**src/rtl/fetch_if.sv**
```systemverilog
// Fetch-stage bus bundle: decode-side control, instruction memory port, IF/ID outputs.
// Master is the fetch stage; slave is the surrounding pipeline and memory.
// Pure wiring, no state; widths follow ISIZE/DSIZE.
interface fetch_if #(
  parameter int ISIZE = 16,
  parameter int DSIZE = 16
);
  logic             stall;
  logic             branch_taken;
  logic [ISIZE-1:0] branch_target;
  logic [DSIZE-1:0] imem_data;
  logic [ISIZE-1:0] imem_addr;
  logic             imem_read;
  logic [DSIZE-1:0] ifid_instr;
  logic [ISIZE-1:0] ifid_pc;
  logic [ISIZE-1:0] ifid_pc_plus1;
  logic             ifid_valid;
  logic [15:0]      fetch_count;

  modport master (
    input  stall, branch_taken, branch_target, imem_data,
    output imem_addr, imem_read, ifid_instr, ifid_pc, ifid_pc_plus1,
           ifid_valid, fetch_count
  );

  modport slave (
    output stall, branch_taken, branch_target, imem_data,
    input  imem_addr, imem_read, ifid_instr, ifid_pc, ifid_pc_plus1,
           ifid_valid, fetch_count
  );
endinterface

```
**src/rtl/fetch_stage.sv**
```systemverilog
// Instruction fetch: owns the PC, drives imem, loads IF/ID with instr/pc/pc+1.
// Latency: first instruction valid in IF/ID two edges after reset release; then 1/cycle.
// Backpressure: stall holds everything and re-requests the in-flight word; branch wins over stall.
module fetch_stage #(
  parameter int               ISIZE    = 16,
  parameter int               DSIZE    = 16,
  parameter logic [ISIZE-1:0] RESET_PC = '0
) (
  input  logic   clk,
  input  logic   rst,
  fetch_if.master bus
);

  localparam logic [ISIZE-1:0] PC_ONE  = ISIZE'(1);
  localparam logic [15:0]      CNT_MAX = 16'hFFFF;

  logic [ISIZE-1:0] pc;
  logic [ISIZE-1:0] inflight_pc;
  logic             inflight_valid;

  // Memory is always reading once out of reset.
  assign bus.imem_read = rst;

  // Address select: redirect first, then re-request the in-flight word on stall
  // so its data is presented again on release, otherwise the next sequential PC.
  always_comb begin
    bus.imem_addr = pc;
    if (!rst) begin
      bus.imem_addr = RESET_PC;
    end else if (bus.branch_taken) begin
      bus.imem_addr = bus.branch_target;
    end else if (bus.stall) begin
      bus.imem_addr = inflight_pc;
    end
  end

  // PC, in-flight tracking, IF/ID register and delivered-instruction counter.
  always_ff @(posedge clk or negedge rst) begin
    if (!rst) begin
      pc                <= RESET_PC;
      inflight_pc       <= RESET_PC;
      inflight_valid    <= 1'b0;
      bus.ifid_instr    <= '0;
      bus.ifid_pc       <= '0;
      bus.ifid_pc_plus1 <= '0;
      bus.ifid_valid    <= 1'b0;
      bus.fetch_count   <= '0;
    end else if (bus.branch_taken) begin
      // The word landing this cycle is wrong-path; insert one bubble.
      bus.ifid_valid <= 1'b0;
      inflight_pc    <= bus.branch_target;
      inflight_valid <= 1'b1;
      pc             <= bus.branch_target + PC_ONE;
    end else if (!bus.stall) begin
      bus.ifid_instr    <= bus.imem_data;
      bus.ifid_pc       <= inflight_pc;
      bus.ifid_pc_plus1 <= inflight_pc + PC_ONE;
      bus.ifid_valid    <= inflight_valid;
      inflight_pc       <= pc;
      inflight_valid    <= 1'b1;
      pc                <= pc + PC_ONE;
      if (inflight_valid && (bus.fetch_count != CNT_MAX)) begin
        bus.fetch_count <= bus.fetch_count + 16'd1;
      end
    end
  end

endmodule

```
**src/flat_wrapper.sv**
```systemverilog
// flat-port wrapper written by rule: the top's interface ports become plain ports
module fetch_stage_flat 
#(
  parameter int               ISIZE    = 16,
  parameter int               DSIZE    = 16,
  parameter logic [ISIZE-1:0] RESET_PC = '0
)
  (clk, rst, bus_stall, bus_branch_taken, bus_branch_target, bus_imem_data, bus_imem_addr, bus_imem_read, bus_ifid_instr, bus_ifid_pc, bus_ifid_pc_plus1, bus_ifid_valid, bus_fetch_count);
  fetch_if #(.ISIZE(ISIZE), .DSIZE(DSIZE)) bus_i ();
  input  logic clk;
  input  logic rst;
  input wire logic [$bits(bus_i.stall)-1:0] bus_stall;
  input wire logic [$bits(bus_i.branch_taken)-1:0] bus_branch_taken;
  input wire logic [$bits(bus_i.branch_target)-1:0] bus_branch_target;
  input wire logic [$bits(bus_i.imem_data)-1:0] bus_imem_data;
  output wire logic [$bits(bus_i.imem_addr)-1:0] bus_imem_addr;
  output wire logic [$bits(bus_i.imem_read)-1:0] bus_imem_read;
  output wire logic [$bits(bus_i.ifid_instr)-1:0] bus_ifid_instr;
  output wire logic [$bits(bus_i.ifid_pc)-1:0] bus_ifid_pc;
  output wire logic [$bits(bus_i.ifid_pc_plus1)-1:0] bus_ifid_pc_plus1;
  output wire logic [$bits(bus_i.ifid_valid)-1:0] bus_ifid_valid;
  output wire logic [$bits(bus_i.fetch_count)-1:0] bus_fetch_count;
  assign bus_i.stall = bus_stall;
  assign bus_i.branch_taken = bus_branch_taken;
  assign bus_i.branch_target = bus_branch_target;
  assign bus_i.imem_data = bus_imem_data;
  assign bus_imem_addr = bus_i.imem_addr;
  assign bus_imem_read = bus_i.imem_read;
  assign bus_ifid_instr = bus_i.ifid_instr;
  assign bus_ifid_pc = bus_i.ifid_pc;
  assign bus_ifid_pc_plus1 = bus_i.ifid_pc_plus1;
  assign bus_ifid_valid = bus_i.ifid_valid;
  assign bus_fetch_count = bus_i.fetch_count;
  fetch_stage #(.ISIZE(ISIZE), .DSIZE(DSIZE), .RESET_PC(RESET_PC)) u_core (.clk(clk), .rst(rst), .bus(bus_i));
endmodule
```
**config.mk**
```make
export PLATFORM = sky130hd
export DESIGN_NAME = fetch_stage_flat
export DESIGN_NICKNAME = d
export VERILOG_FILES = /design/src/rtl/fetch_if.sv /design/src/rtl/fetch_stage.sv /design/src/flat_wrapper.sv
export SDC_FILE = /design/constraint.sdc
export NUM_CORES = 1
export LEC_CHECK = 0
export ABC_AREA = 1
export CAP_MARGIN = 40
export CELL_PAD_IN_SITES_DETAIL_PLACEMENT = 0
export CELL_PAD_IN_SITES_GLOBAL_PLACEMENT = 1
export CORE_ASPECT_RATIO = 2
export CORE_MARGIN = 2
export CORE_UTILIZATION = 33
export DETAILED_ROUTE_END_ITERATION = 8
export GPL_TIMING_DRIVEN = 0
export PLACE_DENSITY = 0.82
export REMOVE_ABC_BUFFERS = 1
export SYNTH_ARGS = -nofsm -noshare
export SYNTH_HDL_FRONTEND = slang
export SYNTH_SLANG_ARGS = --single-unit
```
**constraint.sdc**
```tcl
create_clock -name clk -period 1.6 [get_ports clk]
set_clock_uncertainty 0.2 [all_clocks]
set_input_delay 0.32 -clock clk [delete_from_list [all_inputs] [get_ports clk]]
set_output_delay 0.32 -clock clk [all_outputs]
set_load 0.02 [all_outputs]
```
==> results.py <==
metrics = {
    "synth": {
        "yosys_most_used_dff": "sky130_fd_sc_hd__dfrtp_1",
        "netlist.top_cell.by_area": "sky130_fd_sc_hd__dfrtp_1",
        "netlist-cell-type-count": 36,
        "most_frequent_cells_after_synthesis": "237 x sky130_fd_sc_hd__nand2_1, 98 x sky130_fd_sc_hd__dfrtp_1, 62 x sky130_fd_sc_hd__inv_1",
        "cell_types_with_the_largest_area_share_after_synthesis": "sky130_fd_sc_hd__dfrtp_1 50%, sky130_fd_sc_hd__nand2_1 18%, sky130_fd_sc_hd__inv_1 4.7%",
        "async_reset_ff_frac": 1.00,
        "average_cell_area_after_synthesis_um2": 7.96,
        "netlist_area_um2": 4930,
        "synth_top_area_frac": 0.497,
        "synth_seq_cells": 98,
        "yosysWarningCount": 0,
        "cell_count_after_synthesis": 619,
        "cell_with_the_most_instances_after_synthesis": "sky130_fd_sc_hd__nand2_1",
        "synth_edf_count": 0,
        "synth_sequential_area_ratio": 0.497,
    },
    "cells_and_area": {
        "proportion_of_layout_cells_with_a_drive_suffix_above_1": 0.345,
        "nNetsFinal": 837,
        "antenna_cells": 0,
        "multi_input_area_um2": 2770,
        "finish.instance_area_um2": 8030,
        "post_layout_nonfiller_instances": 998,
        "flow.area_growth_from_synthesis_pct": 62.8,
        "regArea_um2": 2470,
        "n_fill_cell": 1296,
        "postLayoutCoreUtil": 0.544,
    },
    "grt": {
        "first_global_vias": 5011,
        "remaining_overflow_grt": 0,
        "maximum_number_of_pins_on_one_net_before_global_route_repair": 63,
        "track_usage": 0.195,
        "grt_first_pass_wirelength_um": 24700,
        "antenna_found_initial": 0,
    },
    "sta": {
        "final-hold-violation-count": 98,
        "setup_repair_after_global_routing_missed_its_margin": "true",
        "setup_viol": 46,
        "finalWorstSetupSlack_ns": -0.344,
        "fin_hold_ws_ns": -0.366,
        "clock_period_minus_final_worst_setup_slack_ns": 1.94,
        "max-slew-margin-rel": 0.732,
        "timing_worst_slew_pin_value_ns": 0.399,
        "final.period_utilization": 1.22,
        "drv_slew": 0,
        "timing.setup.tns_ns": -8.01,
        "fmax_mhz": 514,
    },
    "cts": {
        "cts.root.buffer_cell": "sky130_fd_sc_hd__clkbuf_16",
        "cts_tree": "built",
        "cts.path.max_buffers": 2,
        "htreeDepth": 3,
        "cts_num_sinks": 98,
        "insertion_delay_ns": 0.34,
        "cts_made_buffers": 9,
        "cts.clk_slew.worst_paths_ns": 0.07,
    },
    "die": {
        "die-height_um": 177,
        "core.rowCount": 63,
        "die_x_um": 90.4,
        "die_area_um2": 16000,
        "initial_core_util": 0.334,
        "pin_count": 118,
        "design.core.area_um2": 14700,
    },
    "routing": {
        "drt-total-wl_um": 16100,
        "route.detailed.wl_per_inst_um": 16.2,
        "drcViolationCount": 0,
        "final_antenna_net_count": 0,
        "drtIter0Drc": 204,
        "drt_pass1_iterations": 4,
        "detail_route.vias_per_cell": 4.94,
        "via_count": 4927,
    },
    "critical_path": {
        "r2r_setup_slack_ns": -0.28,
        "critical_setup_path_kind": "in -> out",
        "kind_of_end_point_of_the_critical_path": "output port",
        "critPathMaxStageDelay_ns": 0.16,
        "crit_path_top_delay_cell": "sky130_fd_sc_hd__o221ai_4",
        "arrival_time_of_data_at_the_critical_path_endpoint_ns": 1.42,
        "cp_cell_sequence": "buf_8 > buf_12 > nor2_4 > buf_12 > inv_16 > buf_12 > o221ai_4 > nand2_1 > inv_2 > buf_6",
        "critical_path.most_common_cell": "sky130_fd_sc_hd__buf_12",
        "r2r.worst_path.cells": 9,
        "timing.critical_path.fanout_max": 8,
        "worst_r2r_startpoint": "u_core.bus.fetch_count[0]",
        "timing.critical_path.required_ns": 1.08,
        "ff_to_ff_end": "u_core.bus.fetch_count[12]",
        "timing.critical_path.from_type": "input port",
    },
    "placed_design": {
        "post-dp-hpwl_um": 9900,
        "dp_area_um2": 6300,
        "globalplace.congestion": 0.826,
        "placed_cells_incl_taps": 913,
        "port_buffers": 117,
    },
    "power_and_ir_drop": {
        "max-vdd-ir-drop_mv": 0.472,
        "pwr_density_cell_nw_per_um2": 966,
        "power_leakage_nw": 3.85,
    },
    "flow_run": {
        "maxCapViolCount": 0,
    },
    "outcome": {
        "status": "complete, but fails checks",
        "failing_checks": "hold timing, setup timing",
    },
    "min_path": {
        "timing.hold.worst.class": "in -> async",
    },
}
-- worst max-delay path, delay by kind of cell --
kind / cells / cell delay, ns
AOI/OAI and AO/OA: 1 / 0.16
buffers and inverters: 7 / 0.71
and+or+nand+nor: 2 / 0.22
-- how the worst max path moves through the flow --
| stage | depth (start not counted) | slack (ns) | endpoint | startpoint |
|---|---|---|---|---|
| 2_1_floorplan | 5 | -0.73 | bus_imem_addr[15] | bus_branch_taken |
| 3_3_place_gp | 4 | -4.60 | bus_imem_addr[4] | rst |
| 3_5_place_dp | 8 | -2.43 | bus_imem_addr[9] | bus_stall |
| 4_1_cts | 10 | -0.34 | bus_imem_addr[15] | bus_branch_taken |
| 5_1_grt | 10 | -0.39 | bus_imem_addr[15] | bus_branch_taken |
| 6_report | 10 | -0.34 | bus_imem_addr[15] | bus_branch_taken |
-- power by group --
part	switching [W]	internal (W)
sequential	0.000323	0.00285
combinational	0.00142	0.00114
clock	0.000960	0.00106
-- state kept, by name, indices dropped and copies added, names as in the netlist --
| signal | cells |
|---|---|
| u_core.inflight_pc | 16 |
| u_core.bus.ifid_pc_plus1 | 16 |
| u_core.inflight_valid | 1 |
| u_core.bus.ifid_valid | 1 |
| u_core.bus.ifid_pc | 16 |
| u_core.bus.fetch_count | 16 |
| u_core.bus.ifid_instr | 16 |
| u_core.pc | 16 |
-- what timing repair did --
| action | CTS | global route |
|---|---|---|
| pin swaps | 23 | 29 |
| setup buffers | 40 | 25 |
| cloned | 8 | 1 |
| setup endpoints to repair | 180 | 92 |
| hold endpoints to repair | 77 | 41 |
| gates resized for setup | 328 | 145 |
-- logic make-up (layout without fill, tap and decap cells) --
| family | count (synthesis) | in the layout | synth area share |
|---|---|---|---|
| compound gates | 71 | 71 | 0.0939 |
| xor+xnor | 12 | 12 | 0.0213 |
| fa+ha+maj | 3 | 3 | 0.00762 |
| buf+inv | 90 | 273 | 0.0784 |
| flops | 98 | 98 | 0.497 |
| simple gates | 345 | 346 | 0.301 |
-- routing by layer --
metal / global-route usage / share of wire / wire [um]
met5: 0 / 0 / 0
met4: 0.0987 / 0.049 / 790
met3: 0.0239 / 0.026 / 427
met2: 0.406 / 0.58 / 9380
met1: 0.179 / 0.34 / 5540
-- placed cells by master, fill, tap and decap left out, types with 4 or more instances in the layout --
| master | count |
|---|---|
| sky130_fd_sc_hd__clkdlybuf4s15_1 | 27 |
| sky130_fd_sc_hd__dfrtp_1 | 86 |
| sky130_fd_sc_hd__dfrtp_2 | 12 |
| sky130_fd_sc_hd__xor2_1 | 8 |
| sky130_fd_sc_hd__nand2_1 | 204 |
| sky130_fd_sc_hd__nand3_4 | 7 |
| sky130_fd_sc_hd__nor2_4 | 13 |
| sky130_fd_sc_hd__o221ai_4 | 14 |
| sky130_fd_sc_hd__clkdlybuf4s15_2 | 5 |
| sky130_fd_sc_hd__clkdlybuf4s50_1 | 30 |
| sky130_fd_sc_hd__buf_6 | 30 |
| sky130_fd_sc_hd__nand2_4 | 11 |
| sky130_fd_sc_hd__nor2_1 | 17 |
| sky130_fd_sc_hd__buf_2 | 5 |
| sky130_fd_sc_hd__inv_2 | 21 |
| sky130_fd_sc_hd__o211ai_1 | 8 |
| sky130_fd_sc_hd__inv_1 | 39 |
| sky130_fd_sc_hd__clkinvlp_4 | 4 |
| sky130_fd_sc_hd__nand3_1 | 30 |
| sky130_fd_sc_hd__bufbuf_16 | 4 |
| sky130_fd_sc_hd__o21ai_1 | 7 |
| sky130_fd_sc_hd__nor2_2 | 5 |
| sky130_fd_sc_hd__nand3_2 | 5 |
| sky130_fd_sc_hd__clkbuf_16 | 9 |
| sky130_fd_sc_hd__inv_8 | 4 |
| sky130_fd_sc_hd__nand2_2 | 36 |
| sky130_fd_sc_hd__clkbuf_2 | 7 |
| sky130_fd_sc_hd__buf_12 | 7 |
| sky130_fd_sc_hd__o21ai_0 | 21 |
| sky130_fd_sc_hd__buf_4 | 44 |
| sky130_fd_sc_hd__nand4_1 | 8 |
| sky130_fd_sc_hd__dlygate4sd2_1 | 22 |
| sky130_fd_sc_hd__nor3_1 | 5 |
| sky130_fd_sc_hd__o21ai_2 | 7 |
-- through the flow --
| step | hold slack (ns) | total power [W] | setup slack [ns] |
|---|---|---|---|
| after detailed placement | 0.192 | 0.00514 | -2.43 |
| after global placement | 0.253 | 0.00508 | -4.60 |
| final | -0.366 | 0.00775 | -0.344 |
| after CTS | -0.363 | 0.00739 | -0.338 |
| after global routing | -0.363 | 0.00812 | -0.388 |
| after floorplan | -0.176 | 0.00413 | -0.730 |
-- layout make-up --
cell class,instances,share of cell area
timing repair inverter,4,0.00592
clock inverter,5,0.00483
clock buffer,11,0.0290
timing repair buffer,186,0.239
multi-input combinational,432,0.346
inverter,67,0.0377
tap,195,0.0304
sequential,98,0.307
Power figures use the tool's default switching activity.
